**src/rtl/ram_arbiter_if.sv**
```systemverilog
// Bus bundle for ram_arbiter: core/auxiliary requester ports and the RAM-side port.
// The slave modport is the arbiter's view; master is the requester/RAM side.
interface ram_arbiter_if #(
  parameter int DATA_W = 32,
  parameter int ADDR_W = 10
);
  logic              c_req;
  logic              c_we;
  logic [ADDR_W-1:0] c_addr;
  logic [DATA_W-1:0] c_wdata;
  logic              c_gnt;
  logic              c_rvalid;
  logic [DATA_W-1:0] c_rdata;
  logic              c_err;

  logic              a_req;
  logic              a_we;
  logic [ADDR_W-1:0] a_addr;
  logic [DATA_W-1:0] a_wdata;
  logic              a_gnt;
  logic              a_rvalid;
  logic [DATA_W-1:0] a_rdata;
  logic              a_err;

  logic              ram_wren;
  logic              ram_wread;
  logic [ADDR_W-1:0] ram_addr;
  logic [DATA_W-1:0] ram_data;
  logic [DATA_W-1:0] ram_q;

  modport slave (
    input  c_req, c_we, c_addr, c_wdata,
    input  a_req, a_we, a_addr, a_wdata,
    input  ram_q,
    output c_gnt, c_rvalid, c_rdata, c_err,
    output a_gnt, a_rvalid, a_rdata, a_err,
    output ram_wren, ram_wread, ram_addr, ram_data
  );

  modport master (
    output c_req, c_we, c_addr, c_wdata,
    output a_req, a_we, a_addr, a_wdata,
    output ram_q,
    input  c_gnt, c_rvalid, c_rdata, c_err,
    input  a_gnt, a_rvalid, a_rdata, a_err,
    input  ram_wren, ram_wread, ram_addr, ram_data
  );
endinterface

```
**src/rtl/ram_arbiter.sv**
```systemverilog
// Two-port (core/auxiliary) single-access RAM arbiter, round-robin on ties.
// Define ARB_CORE_PRIORITY_EN for fixed core-first priority instead.
module ram_arbiter #(
  parameter int DATA_W = 32,
  parameter int ADDR_W = 10,
  parameter int DEPTH  = 1024
) (
  input  logic          CLK,
  input  logic          RESET_N,
  ram_arbiter_if.slave  bus
);

  localparam logic [1:0] IDLE   = 2'd0;
  localparam logic [1:0] ACCESS = 2'd1;
  localparam logic [1:0] RDATA  = 2'd2;

  localparam logic [ADDR_W:0] DEPTH_C = (ADDR_W+1)'(DEPTH);

  logic [1:0]        state;
  logic              l_we;
  logic              l_aux;
  logic [ADDR_W-1:0] l_addr;
  logic [DATA_W-1:0] l_wdata;
  logic [DATA_W-1:0] c_rdata_q;
  logic [DATA_W-1:0] a_rdata_q;

  logic any_req;
  logic sel_aux;
  logic in_range;
  logic in_access;
  logic in_rdata;

  assign any_req  = bus.c_req | bus.a_req;
  assign in_range = {1'b0, l_addr} < DEPTH_C;

`ifdef ARB_CORE_PRIORITY_EN
  assign sel_aux = ~bus.c_req;
`else
  logic last_aux;

  // On a tie the port that was not granted last wins.
  assign sel_aux = bus.a_req & (~bus.c_req | ~last_aux);

  always_ff @(posedge CLK or negedge RESET_N) begin
    if (!RESET_N) begin
      last_aux <= 1'b1;
    end else if (state == IDLE && any_req) begin
      last_aux <= sel_aux;
    end
  end
`endif

  always_ff @(posedge CLK or negedge RESET_N) begin
    if (!RESET_N) begin
      state     <= IDLE;
      l_we      <= 1'b0;
      l_aux     <= 1'b0;
      l_addr    <= '0;
      l_wdata   <= '0;
      c_rdata_q <= '0;
      a_rdata_q <= '0;
    end else begin
      case (state)
        IDLE: begin
          if (any_req) begin
            l_aux   <= sel_aux;
            l_we    <= sel_aux ? bus.a_we    : bus.c_we;
            l_addr  <= sel_aux ? bus.a_addr  : bus.c_addr;
            l_wdata <= sel_aux ? bus.a_wdata : bus.c_wdata;
            state   <= ACCESS;
          end
        end
        ACCESS: begin
          state <= (in_range && !l_we) ? RDATA : IDLE;
        end
        RDATA: begin
          if (l_aux) a_rdata_q <= bus.ram_q;
          else       c_rdata_q <= bus.ram_q;
          state <= IDLE;
        end
        default: state <= IDLE;
      endcase
    end
  end

  always_comb begin
    in_access = (state == ACCESS);
    in_rdata  = (state == RDATA);

    bus.c_gnt     = in_access & ~l_aux;
    bus.a_gnt     = in_access &  l_aux;
    bus.c_err     = in_access & ~l_aux & ~in_range;
    bus.a_err     = in_access &  l_aux & ~in_range;
    bus.ram_wren  = in_access & in_range &  l_we;
    bus.ram_wread = in_access & in_range & ~l_we;
    bus.ram_addr  = l_addr;
    bus.ram_data  = l_wdata;

    // Read data passes straight through in RDATA, then holds in the per-port register.
    bus.c_rvalid  = in_rdata & ~l_aux;
    bus.a_rvalid  = in_rdata &  l_aux;
    bus.c_rdata   = (in_rdata & ~l_aux) ? bus.ram_q : c_rdata_q;
    bus.a_rdata   = (in_rdata &  l_aux) ? bus.ram_q : a_rdata_q;
  end

endmodule

```
**src/flat_wrapper.sv**
```systemverilog
// flat-port wrapper written by rule: the top's interface ports become plain ports
module ram_arbiter_flat 
#(
  parameter int DATA_W = 32,
  parameter int ADDR_W = 10,
  parameter int DEPTH  = 1024
)
  (CLK, RESET_N, bus_c_req, bus_c_we, bus_c_addr, bus_c_wdata, bus_a_req, bus_a_we, bus_a_addr, bus_a_wdata, bus_ram_q, bus_c_gnt, bus_c_rvalid, bus_c_rdata, bus_c_err, bus_a_gnt, bus_a_rvalid, bus_a_rdata, bus_a_err, bus_ram_wren, bus_ram_wread, bus_ram_addr, bus_ram_data);
  ram_arbiter_if #(.DATA_W(DATA_W), .ADDR_W(ADDR_W)) bus_i ();
  input  logic CLK;
  input  logic RESET_N;
  input wire logic [$bits(bus_i.c_req)-1:0] bus_c_req;
  input wire logic [$bits(bus_i.c_we)-1:0] bus_c_we;
  input wire logic [$bits(bus_i.c_addr)-1:0] bus_c_addr;
  input wire logic [$bits(bus_i.c_wdata)-1:0] bus_c_wdata;
  input wire logic [$bits(bus_i.a_req)-1:0] bus_a_req;
  input wire logic [$bits(bus_i.a_we)-1:0] bus_a_we;
  input wire logic [$bits(bus_i.a_addr)-1:0] bus_a_addr;
  input wire logic [$bits(bus_i.a_wdata)-1:0] bus_a_wdata;
  input wire logic [$bits(bus_i.ram_q)-1:0] bus_ram_q;
  output wire logic [$bits(bus_i.c_gnt)-1:0] bus_c_gnt;
  output wire logic [$bits(bus_i.c_rvalid)-1:0] bus_c_rvalid;
  output wire logic [$bits(bus_i.c_rdata)-1:0] bus_c_rdata;
  output wire logic [$bits(bus_i.c_err)-1:0] bus_c_err;
  output wire logic [$bits(bus_i.a_gnt)-1:0] bus_a_gnt;
  output wire logic [$bits(bus_i.a_rvalid)-1:0] bus_a_rvalid;
  output wire logic [$bits(bus_i.a_rdata)-1:0] bus_a_rdata;
  output wire logic [$bits(bus_i.a_err)-1:0] bus_a_err;
  output wire logic [$bits(bus_i.ram_wren)-1:0] bus_ram_wren;
  output wire logic [$bits(bus_i.ram_wread)-1:0] bus_ram_wread;
  output wire logic [$bits(bus_i.ram_addr)-1:0] bus_ram_addr;
  output wire logic [$bits(bus_i.ram_data)-1:0] bus_ram_data;
  assign bus_i.c_req = bus_c_req;
  assign bus_i.c_we = bus_c_we;
  assign bus_i.c_addr = bus_c_addr;
  assign bus_i.c_wdata = bus_c_wdata;
  assign bus_i.a_req = bus_a_req;
  assign bus_i.a_we = bus_a_we;
  assign bus_i.a_addr = bus_a_addr;
  assign bus_i.a_wdata = bus_a_wdata;
  assign bus_i.ram_q = bus_ram_q;
  assign bus_c_gnt = bus_i.c_gnt;
  assign bus_c_rvalid = bus_i.c_rvalid;
  assign bus_c_rdata = bus_i.c_rdata;
  assign bus_c_err = bus_i.c_err;
  assign bus_a_gnt = bus_i.a_gnt;
  assign bus_a_rvalid = bus_i.a_rvalid;
  assign bus_a_rdata = bus_i.a_rdata;
  assign bus_a_err = bus_i.a_err;
  assign bus_ram_wren = bus_i.ram_wren;
  assign bus_ram_wread = bus_i.ram_wread;
  assign bus_ram_addr = bus_i.ram_addr;
  assign bus_ram_data = bus_i.ram_data;
  ram_arbiter #(.DATA_W(DATA_W), .ADDR_W(ADDR_W), .DEPTH(DEPTH)) u_core (.CLK(CLK), .RESET_N(RESET_N), .bus(bus_i));
endmodule
```
**config.mk**
```make
export PLATFORM = sky130hd
export DESIGN_NAME = ram_arbiter_flat
export DESIGN_NICKNAME = d
export VERILOG_FILES = /design/src/rtl/ram_arbiter_if.sv /design/src/rtl/ram_arbiter.sv /design/src/flat_wrapper.sv
export SDC_FILE = /design/constraint.sdc
export NUM_CORES = 1
export LEC_CHECK = 0
export CORE_MARGIN = 4
export CORE_UTILIZATION = 30
export CTS_CLUSTER_DIAMETER = 150
export DETAILED_ROUTE_END_ITERATION = 7
export PLACE_DENSITY_LB_ADDON = 0.08
export SLEW_MARGIN = 20
export SYNTH_ARGS = -nofsm -noshare
export SYNTH_HDL_FRONTEND = slang
export SYNTH_SLANG_ARGS = --single-unit
```
**constraint.sdc**
```tcl
create_clock -name CLK -period 5.3 [get_ports CLK]
set_input_delay 1.325 -clock CLK [delete_from_list [all_inputs] [get_ports CLK]]
set_output_delay 1.325 -clock CLK [all_outputs]
set_load 0.02 [all_outputs]
```
* Word-level counts from Yosys, hierarchy flattened
Index checks and enable logic that the tools add are counted. Widths: inputs -> output; s select.
Cells by class: eq/ne operators 3, mux-type cells 8, bitwise logic cells 13, reduce and logical (&&, ||, !) cells 5
Operators with widths (number):
- $mux 32 | 3
- $mux 10 | 1
- $and 1x1->1 | 7
- $reduce_and 2->1 | 3
- $mux 2 | 2
- $not 1->1 | 4
- $pmux 2 s2 | 1
- $eq 2x1->1 const B | 1
- $eq 2x2->1 const B | 1
- $logic_not 2->1 | 1
- $ne 2x1->1 const B | 1
- $or 1x1->1 | 2
- $logic_and 1x1->1 | 1
- $mux 1 | 1
Word-level totals: register bits 111, input bits 122, output and inout port bits 114, word-level logic and storage cells 37

* Logic depth before layout (Yosys ltp)
Gate-level depths: netlist of run 1.
word-level depth 4, mapped depth 5, depth with buffers taken out 3

* Worst setup path before layout of run 1
OpenSTA, ideal clock, no wires.
path type input-to-output, from input port bus_ram_q[0], to output port bus_a_rdata[0], data arrival time 1.632 ns, data required time 3.975 ns, setup slack 2.343 ns, stages 1, buffers on the path 0, cells stage by stage mux2_2
Between the ends: word-level cells in the longest chain between the ends 1
RTL lines:
- start, declared | line flat_wrapper.sv:20 | input wire logic [$bits(bus_i.ram_q)-1:0] bus_ram_q;
- $mux 32 | line ram_arbiter.sv:103 | bus.a_rdata = (in_rdata & l_aux) ? bus.ram_q : a_rdata_q;
- end, declared | line flat_wrapper.sv:27 | output wire logic [$bits(bus_i.a_rdata)-1:0] bus_a_rdata;
Every way passes these cells.

* Worst setup path after layout of run 1
from register u_core.state[0], to output port bus_a_rdata[3]
Between the ends: word-level cells in the longest chain between the ends 3
RTL lines:
- start, declared | line ram_arbiter.sv:19 | logic [1:0] state;
- start signal, assigned | line ram_arbiter.sv:74 | state <= (in_range && !l_we) ? RDATA : IDLE;
- $eq 2x2->1 | line ram_arbiter.sv:88 | in_rdata = (state == RDATA);
- $and 1x1->1 | line ram_arbiter.sv:103
- $mux 32 | line ram_arbiter.sv:103
Every way passes these cells.

==> flow_summary.yaml, run 1 <==
hold_path:
  min_from: "u_core.l_we$_DFFE_PN0P_"
  holdPathEnd: "u_core.state[1]$_DFFE_PN0P_"
  hold_depth: 1
  hold_path.class: "flop to flop"
critical_path:
  end_kind: "output port"
  crit_type: "flop to output port"
  cp_slowest_cell: "nand3b_1"
  cp_cell_sequence: "nand3b_1, buf_12, mux2_2, clkdlybuf4s50_1"
  reg2reg_depth: 4
  startpoint_type: "flop"
  cp.required_ps: 3970
  worst-endpoint-arrival_ps: 2880
  cp_top_family: "buffers and inverters"
  r2r_end: "u_core.bus.ram_addr[1]$_DFFE_PN0P_"
  worstPathMaxFanout: 18
  rrSetupSlack_ps: 3210
  path_buf_inv: 2
  r2r_start: "u_core.last_aux$_DFFE_PN1P_"
  crit_path_max_incr_delay_ps: 780
cts:
  holdBufCountCts: 0
  cts_num_sinks: 111
  numCtsBuffers: 9
  clock_latency_ps: 350
  ctsResizeCount: 0
  cts-root-buf: "clkbuf_16"
  cts_htree_levels: 3
  clockBufferDepth: 2
  clk_pin_slew_ps: 70
  cts_tree: "done"
  post_cts_buffers: 0
die:
  coreArea_sq_mm: 0.0175
  fp.dieH_um: 142
  pin_count: 236
  fp.dieW_um: 142
  initial_core_util: 0.309
  die_area_sq_mm: 0.0203
  num_rows: 48
grt:
  grt_max_degree: 71
  grt_overflow_total: 0
  grt_pass1_vias: 3796
  gr-usage-all-layers: 0.133
  grt_antenna_before_repair: 1
  grt_pass1_wl_um: 20900
timing:
  fmax_ghz: 0.238
  maxSlewViolCount: 0
  hold_viol: 0
  finalSetupViolations: 0
  finalCriticalPeriod_ps: 4210
  setup_tns_ps: 0
  period_share: 0.794
  finClkSkew_ps: 7.30
  rsz0062_at_grt: "false"
  max_slew_margin: 0.333
  worst_pin_slew_ps: 997
synth:
  syn-cell-area_sq_mm: 0.00542
  synth_warnings: 0
  synthCells: 332
  netlist-cell-type-count: 18
  avgSynthCellArea_sq_um: 16.3
  yosysSeqAreaShare: 0.512
  synth_seq_cells: 111
place:
  hpwl_um: 10100
  post_dp_cell_area_sq_mm: 0.00790
  io_buffers: 233
  dp.cells: 776
  place_congestion: 0.725
route:
  wl_um: 13700
  drt_pass1_iterations: 4
  wirelength_met1_um: 5760
  viasPerCell: 4.39
  drc: 0
  ant_nets: 0
  top_layer: "met4"
  wire_per_inst_um: 17.3
  drt_iter0_markers: 98
  dr_wl_met2_um: 6430
  dr_wl_met3_um: 1160
  dr_total_vias: 3482
flow_run:
  maxCapViolations: 0
finish:
  regArea_sq_mm: 0.00278
  multiInputGateArea_sq_mm: 0.00244
  fillers: 1560
  area_growth_pct: 51.9
  drive_above_1_share: 0.365
  fin_nets: 684
  instances_no_fill: 793
  stdcell_area_sq_mm: 0.00824
power_and_ir_drop:
  p_leak_nw: 3.52
  power.total_w: 0.00521
  peakVddDrop_v: 0.000349
  power.density_mw_per_mm2: 632
outcome:
  status: "complete, no violations"
[cell usage after synthesis]
| cell | instances | share of area |
|---|---|---|
| mux2_4 | 76 | 0.21 |
| mux2_2 | 105 | 0.22 |
| nor3_4 | 1 | 0.0030 |
| dfstp_2 | 1 | 0.0048 |
| inv_1 | 3 | 0.0021 |
| conb_1 | 1 | 0.00069 |
| nand3b_1 | 1 | 0.0014 |
| nor2_1 | 6 | 0.0042 |
| dfrtp_1 | 110 | 0.51 |
| nand2b_1 | 1 | 0.0012 |
| nor3b_1 | 1 | 0.0014 |
| buf_2 | 5 | 0.0046 |
| a21boi_0 | 1 | 0.0014 |
| mux2i_1 | 3 | 0.0055 |
| a21bo_1 | 1 | 0.0018 |
| buf_4 | 11 | 0.015 |
| buf_6 | 1 | 0.0021 |
| buf_12 | 4 | 0.015 |
[state kept, by name, indices dropped and copies added (netlist names)]
register / count
u_core.l_aux: 1
u_core.c_rdata_q: 32
u_core.l_we: 1
u_core.bus.ram_data: 32
u_core.last_aux: 1
u_core.state: 2
u_core.a_rdata_q: 32
u_core.bus.ram_addr: 10
[cell families (layout without fill, tap and decap cells)]
kind of cell | count (synthesis) | count (layout) | synth area share
AND/OR/NAND/NOR | 10 | 10 | 0.0111
flip-flops | 111 | 111 | 0.512
AO/OA/AOI/OAI | 2 | 2 | 0.00323
buffers and inverters | 24 | 258 | 0.0388
multiplexers | 184 | 184 | 0.434
other | 1 | 3 | 0.000691
[metrics by stage]
stage / utilization / setup slack, ps / hold slack [ps]
after floorplan: - / 2340 / 426
after global placement: 0.451 / 1350 / 440
after detailed placement: 0.451 / 1340 / 454
after CTS: 0.470 / 951 / 466
after global routing: 0.470 / 843 / 488
final: 0.470 / 1090 / 458
[how the worst max path moves through the flow]
| stage | from | to | slack (ps) | cells after the start |
|---|---|---|---|---|
| floorplan | bus_ram_q[0] | bus_a_rdata[0] | 2340 | 1 |
| global placement | bus_ram_q[0] | bus_a_rdata[0] | 1350 | 3 |
| detailed placement | bus_ram_q[3] | bus_a_rdata[3] | 1340 | 3 |
| CTS | u_core.state[0]$_DFFE_PN0P_ | bus_a_rdata[3] | 950 | 4 |
| global route | u_core.state[0]$_DFFE_PN0P_ | bus_a_rdata[3] | 840 | 4 |
| finish | u_core.state[0]$_DFFE_PN0P_ | bus_a_rdata[3] | 1090 | 4 |
[power breakdown]
part           internal (W)  leakage (nW)  switching (W)
Sequential          0.00129          1.31       0.000193
Combinational       0.00166          2.06        0.00132
Clock              0.000443         0.159       0.000310
[area by class of cell]
class | count | area share
clock buffer | 12 | 0.0311
antenna | 1 | 0.000304
tap | 225 | 0.0342
inverter | 3 | 0.00137
multi-input combinational | 198 | 0.297
timing repair buffer | 239 | 0.290
sequential | 111 | 0.337
clock inverter | 4 | 0.00926
[layout by cell type (no fill, tap or decap), types with 2 or more instances in the layout]
cell               n
mux2_4            76
clkbuf_16          9
mux2i_1            3
bufinv_16          2
clkbuf_8           2
nor2_1             6
conb_1             2
inv_1              3
mux2_2           105
dfrtp_1          110
buf_4              6
clkdlybuf4s50_1  232
[worst register-to-register path: cells and delay by family (launching register included)]
family	cells	cell delay, ps
multiplexers	2	730
buffers and inverters	1	600
flip-flops	1	540
AO/OA/AOI/OAI	1	130
[routing by layer]
layer | vias up | track usage
met3 | 19 | 0.0507
li1 | 1639 | -
met1 | 1686 | 0.163
met4 | 0 | 0.0515
met2 | 138 | 0.211
met5 | - | 0
(Power assumes the default switching activity.)
==> inputs of run 2 (changes only) <==
==> constraint.sdc (replaced) <==
create_clock -name CLK -period 3.7 [get_ports CLK]
set_input_delay 0.925 -clock CLK [delete_from_list [all_inputs] [get_ports CLK]]
set_output_delay 0.925 -clock CLK [all_outputs]
set_load 0.02 [all_outputs]
==> run 2 against run 1 <==
Worst setup slack lost 700 ps. Clock-buffer cell count grew 1. Power grew 42%. Sequential power grew 43%. Design area is essentially flat. First-iteration DRC count grew 2.0%. Non-clock buffer count is the same. Die area is the same. Global-route usage grew 0.26 points. Via count shrank 0.55%.
==> flow_summary.yaml, run 2 (synthesis results as in run 1) <==
timing:
  finalCriticalPeriod_ps: 3310
  setup_tns_ps: 0
  worst_pin_slew_ps: 714
  finalSetupViolations: 0
  period_share: 0.895
  max_slew_margin: 0.524
  hold_viol: 0
  rsz0062_at_grt: "false"
  fmax_ghz: 0.302
  setup_ws_ps: 388
  maxSlewViolCount: 0
  finClkSkew_ps: 3.04
die:
  num_rows: 48
  coreArea_sq_mm: 0.0175
  fp.dieW_um: 142
  pin_count: 236
  fp.dieH_um: 142
  die_area_sq_mm: 0.0203
  initial_core_util: 0.309
power_and_ir_drop:
  peakVddDrop_v: 0.000446
  p_leak_nw: 3.51
  power.density_mw_per_mm2: 896
critical_path:
  end_kind: "output port"
  crit_type: "flop to output port"
  worstPathMaxFanout: 21
  startpoint_type: "flop"
  cp_slowest_cell: "clkdlybuf4s50_1"
  path_buf_inv: 2
  cp_top_family: "buffers and inverters"
  cp_cell_sequence: "nor3b_2, buf_4, mux2_2, clkdlybuf4s50_1"
  crit_path_max_incr_delay_ps: 550
  worst-endpoint-arrival_ps: 2390
  cp.required_ps: 2770
finish:
  multiInputGateArea_sq_mm: 0.00244
  final_common_cell: "clkdlybuf4s50_1"
  stdcell_area_sq_mm: 0.00823
  regArea_sq_mm: 0.00278
  antenna_cells: 0
  fillers: 1559
  final_cell_mix: "clkdlybuf4s50_1, dfrtp_1, mux2_2"
  drive_above_1_share: 0.362
  fin_nets: 684
  area_growth_pct: 51.8
cts:
  ctsResizeCount: 0
  cts_htree_levels: 3
  numCtsBuffers: 9
  cts_num_sinks: 111
  post_cts_buffers: 0
  cts_tree: "done"
  holdBufCountCts: 0
  clk_pin_slew_ps: 70
  clockBufferDepth: 2
  clock_latency_ps: 340
  cts-root-buf: "clkbuf_16"
place:
  hpwl_um: 10000
  io_buffers: 233
  place_congestion: 0.733
  post_dp_cell_area_sq_mm: 0.00794
  place_ws_ps: 519
route:
  drc: 0
  ant_nets: 0
  dr_total_vias: 3463
  viasPerCell: 4.37
  wl_um: 13700
  drt_pass1_iterations: 4
  drt_iter0_markers: 100
  wire_per_inst_um: 17.3
grt:
  grt_max_degree: 60
  grt_antenna_before_repair: 0
  grt_overflow_total: 0
  gr-usage-all-layers: 0.135
  grt_pass1_wl_um: 21300
  grt_pass1_vias: 3946
outcome:
  status: "complete, no violations"
hold_path:
  hold_path.class: "flop to flop"
flow_run:
  maxCapViolations: 0
[run 2: area by class of cell]
class,instances,share of cell area
Inverter,3,0.00137
Multi-Input combinational cell,198,0.297
Clock inverter,3,0.00517
Timing Repair Buffer,239,0.295
Sequential cell,111,0.338
Tap cell,225,0.0342
Clock buffer,13,0.0304
[run 2: path summary, 6_finish.rpt]
check                                                  from                                 end  slack, ps  cells past startpoint
worst max-delay path            u_core.state[0]$_DFFE_PN0P_                     bus_c_rdata[23]        390                      4
worst min-delay path                u_core.l_we$_DFFE_PN0P_         u_core.state[1]$_DFFE_PN0P_        460                      1
worst max register to register  u_core.last_aux$_DFFE_PN1P_  u_core.bus.ram_addr[1]$_DFFE_PN0P_       1930                      4
worst min register to register      u_core.l_we$_DFFE_PN0P_         u_core.state[1]$_DFFE_PN0P_        460                      1
max in group asynchronous                           RESET_N     u_core.a_rdata_q[9]$_DFFE_PN0P_       2270                      2
min in group asynchronous                           RESET_N  u_core.bus.ram_data[4]$_DFFE_PN0P_        610                      1
[run 2: metal layers]
layer,track usage,share of wire,vias to the layer above
li1,-,-,1638
met2,0.232,0.49,132
met4,0.0285,0.0078,0
met1,0.158,0.41,1685
met5,0,0,-
met3,0.0578,0.086,8
[run 2: stage by stage]
step	utilization	total power (W)	cells	hold slack [ps]
3_3_place_gp	0.453	0.00643	776	441
3_5_place_dp	0.453	0.00648	776	449
6_report	0.469	0.00737	792	458
4_1_cts	0.469	0.00752	792	460
5_1_grt	0.469	0.00781	792	492
2_1_floorplan	-	0.00465	333	426
[run 2: report_power, final]
part | switching, W | total [W] | internal [W]
Clock | 0.000432 | 0.000976 | 0.000544
Combinational | 0.00189 | 0.00428 | 0.00239
Sequential | 0.000277 | 0.00212 | 0.00184
[run 2: worst reg2reg max path, delay by kind of cell, from the launching register on]
family,cells,cell delay [ps]
buf+inv,1,290
flops,1,540
compound gates,1,160
mux,2,670
==> inputs of run 3 (changes only) <==
==> constraint.sdc (replaced) <==
create_clock -name CLK -period 3.8 [get_ports CLK]
set_input_delay 0.95 -clock CLK [delete_from_list [all_inputs] [get_ports CLK]]
set_output_delay 0.95 -clock CLK [all_outputs]
set_load 0.02 [all_outputs]
==> run 3 against run 2 <==
Core utilization fell by 0.078 points. Combinational power fell by 3%. Wire length rose by 1.1%. Critical path depth did not move. Power fell by 3.4%. Critical path type unchanged. Largest cell class unchanged. Largest power group unchanged. Highest routed layer unchanged.
==> flow_summary.yaml, run 3 (synthesis results as in run 1) <==
critical_path:
  worst-endpoint-arrival_ps: 2410
  end_kind: "output port"
  crit_type: "flop to output port"
  startpoint_type: "flop"
  cp.required_ps: 2850
  worstPathMaxFanout: 21
finish:
  final_cell_mix: "clkdlybuf4s50_1, dfrtp_1, mux2_2"
  fin_nets: 686
  fillers: 1561
  drive_above_1_share: 0.367
  multiInputGateArea_sq_mm: 0.00244
  fin_util: 0.469
  regArea_sq_mm: 0.00278
  area_growth_pct: 51.5
  instances_no_fill: 794
  final_common_cell: "clkdlybuf4s50_1"
power_and_ir_drop:
  p_comb_frac: 0.585
  pwr-share-clk: 0.124
  p_seq_frac: 0.291
  swShare: 0.356
  p_leak_nw: 3.51
  switchingPower_w: 0.00253
  peakVddDrop_v: 0.000425
  intPower_w: 0.00459
  power.density_mw_per_mm2: 867
timing:
  finalCriticalPeriod_ps: 3360
  hold_viol: 0
  rsz0062_at_grt: "false"
  worst_pin_slew_ps: 581
  fmax_ghz: 0.298
  maxSlewViolCount: 0
  max_slew_margin: 0.613
  finClkSkew_ps: 9.93
  finalSetupViolations: 0
  period_share: 0.884
  setup_tns_ps: 0
die:
  coreArea_sq_mm: 0.0175
  num_rows: 48
  pin_count: 236
  die_area_sq_mm: 0.0203
  initial_core_util: 0.309
  fp.dieW_um: 142
  fp.dieH_um: 142
grt:
  grt_pass1_vias: 3886
  gr-usage-all-layers: 0.136
  grt_pass1_wl_um: 21300
  grt_overflow_total: 0
  grt_antenna_before_repair: 1
  grt_max_degree: 60
route:
  wl_um: 13800
  dr_total_vias: 3479
  wire_per_inst_um: 17.4
  viasPerCell: 4.38
  drc: 0
  ant_nets: 0
  drt_pass1_iterations: 4
  drt_iter0_markers: 137
place:
  hpwl_um: 10300
  place_congestion: 0.724
  io_buffers: 233
  dp.cells: 778
flow_run:
  maxCapViolations: 0
cts:
  clock_latency_ps: 350
  holdBufCountCts: 0
  cts_num_sinks: 111
  clk_pin_slew_ps: 70
  cts-root-buf: "clkbuf_16"
  cts_tree: "done"
  post_cts_buffers: 0
  cts_htree_levels: 3
  numCtsBuffers: 9
  ctsResizeCount: 0
  clockBufferDepth: 2
outcome:
  status: "complete, no violations"
hold_path:
  hold_path.class: "flop to flop"
[run 3: power by group through the flow]
stage	logic, W	clock network, W	registers, W
2_1_floorplan	0.00221	0	0.00232
3_3_place_gp	0.00421	0	0.00206
3_5_place_dp	0.00423	0	0.00208
4_1_cts	0.00425	0.000935	0.00208
5_1_grt	0.00443	0.000978	0.00214
6_report	0.00417	0.000885	0.00207
[run 3: stage by stage]
stage	hold WS, ps	power [W]	setup slack, ps	instance area, sq um
final	464	0.00712	440	8220
after global routing	486	0.00754	282	8220
after CTS	466	0.00726	362	8210
after detailed placement	455	0.00632	551	7940
after global placement	438	0.00627	576	7940
after floorplan	426	0.00453	1400	5430
[run 3: final timing paths]
path | from | to | slack, ps | cells past startpoint
worst min register to register | u_core.l_we$_DFFE_PN0P_ | u_core.state[1]$_DFFE_PN0P_ | 460 | 1
worst min-delay path | u_core.l_we$_DFFE_PN0P_ | u_core.state[1]$_DFFE_PN0P_ | 460 | 1
max in group asynchronous | RESET_N | u_core.last_aux$_DFFE_PN1P_ | 2550 | 2
worst max register to register | u_core.last_aux$_DFFE_PN1P_ | u_core.bus.ram_addr[0]$_DFFE_PN0P_ | 1860 | 4
worst max-delay path | u_core.state[0]$_DFFE_PN0P_ | bus_c_rdata[29] | 440 | 4
min in group asynchronous | RESET_N | u_core.bus.ram_data[12]$_DFFE_PN0P_ | 530 | 1
[run 3: metal layers]
layer  part of all wire  track usage  up-vias  routed length (um)
met5                  0            0        -                   0
met4              0.015       0.0360        0                 208
met3              0.092       0.0605       12                1270
met2               0.49        0.226      132                6710
met1               0.41        0.161     1694                5630
li1                   -            -     1641                   -
[run 3: cell type report]
cell class | count | share of cell area
clock inverters | 3 | 0.00228
diodes | 2 | 0.000609
multi-input cells | 198 | 0.297
clock buffers | 11 | 0.0308
well taps | 225 | 0.0343
inverters | 3 | 0.00137
flip-flops and latches | 111 | 0.338
repair buffers | 241 | 0.295
[run 3: critical path, stage by stage (launching register included)]
cell and delay (ps):
dfrtp_1 440, nor3b_2 330, buf_4 350, mux2_2 370, clkdlybuf4s50_1 570
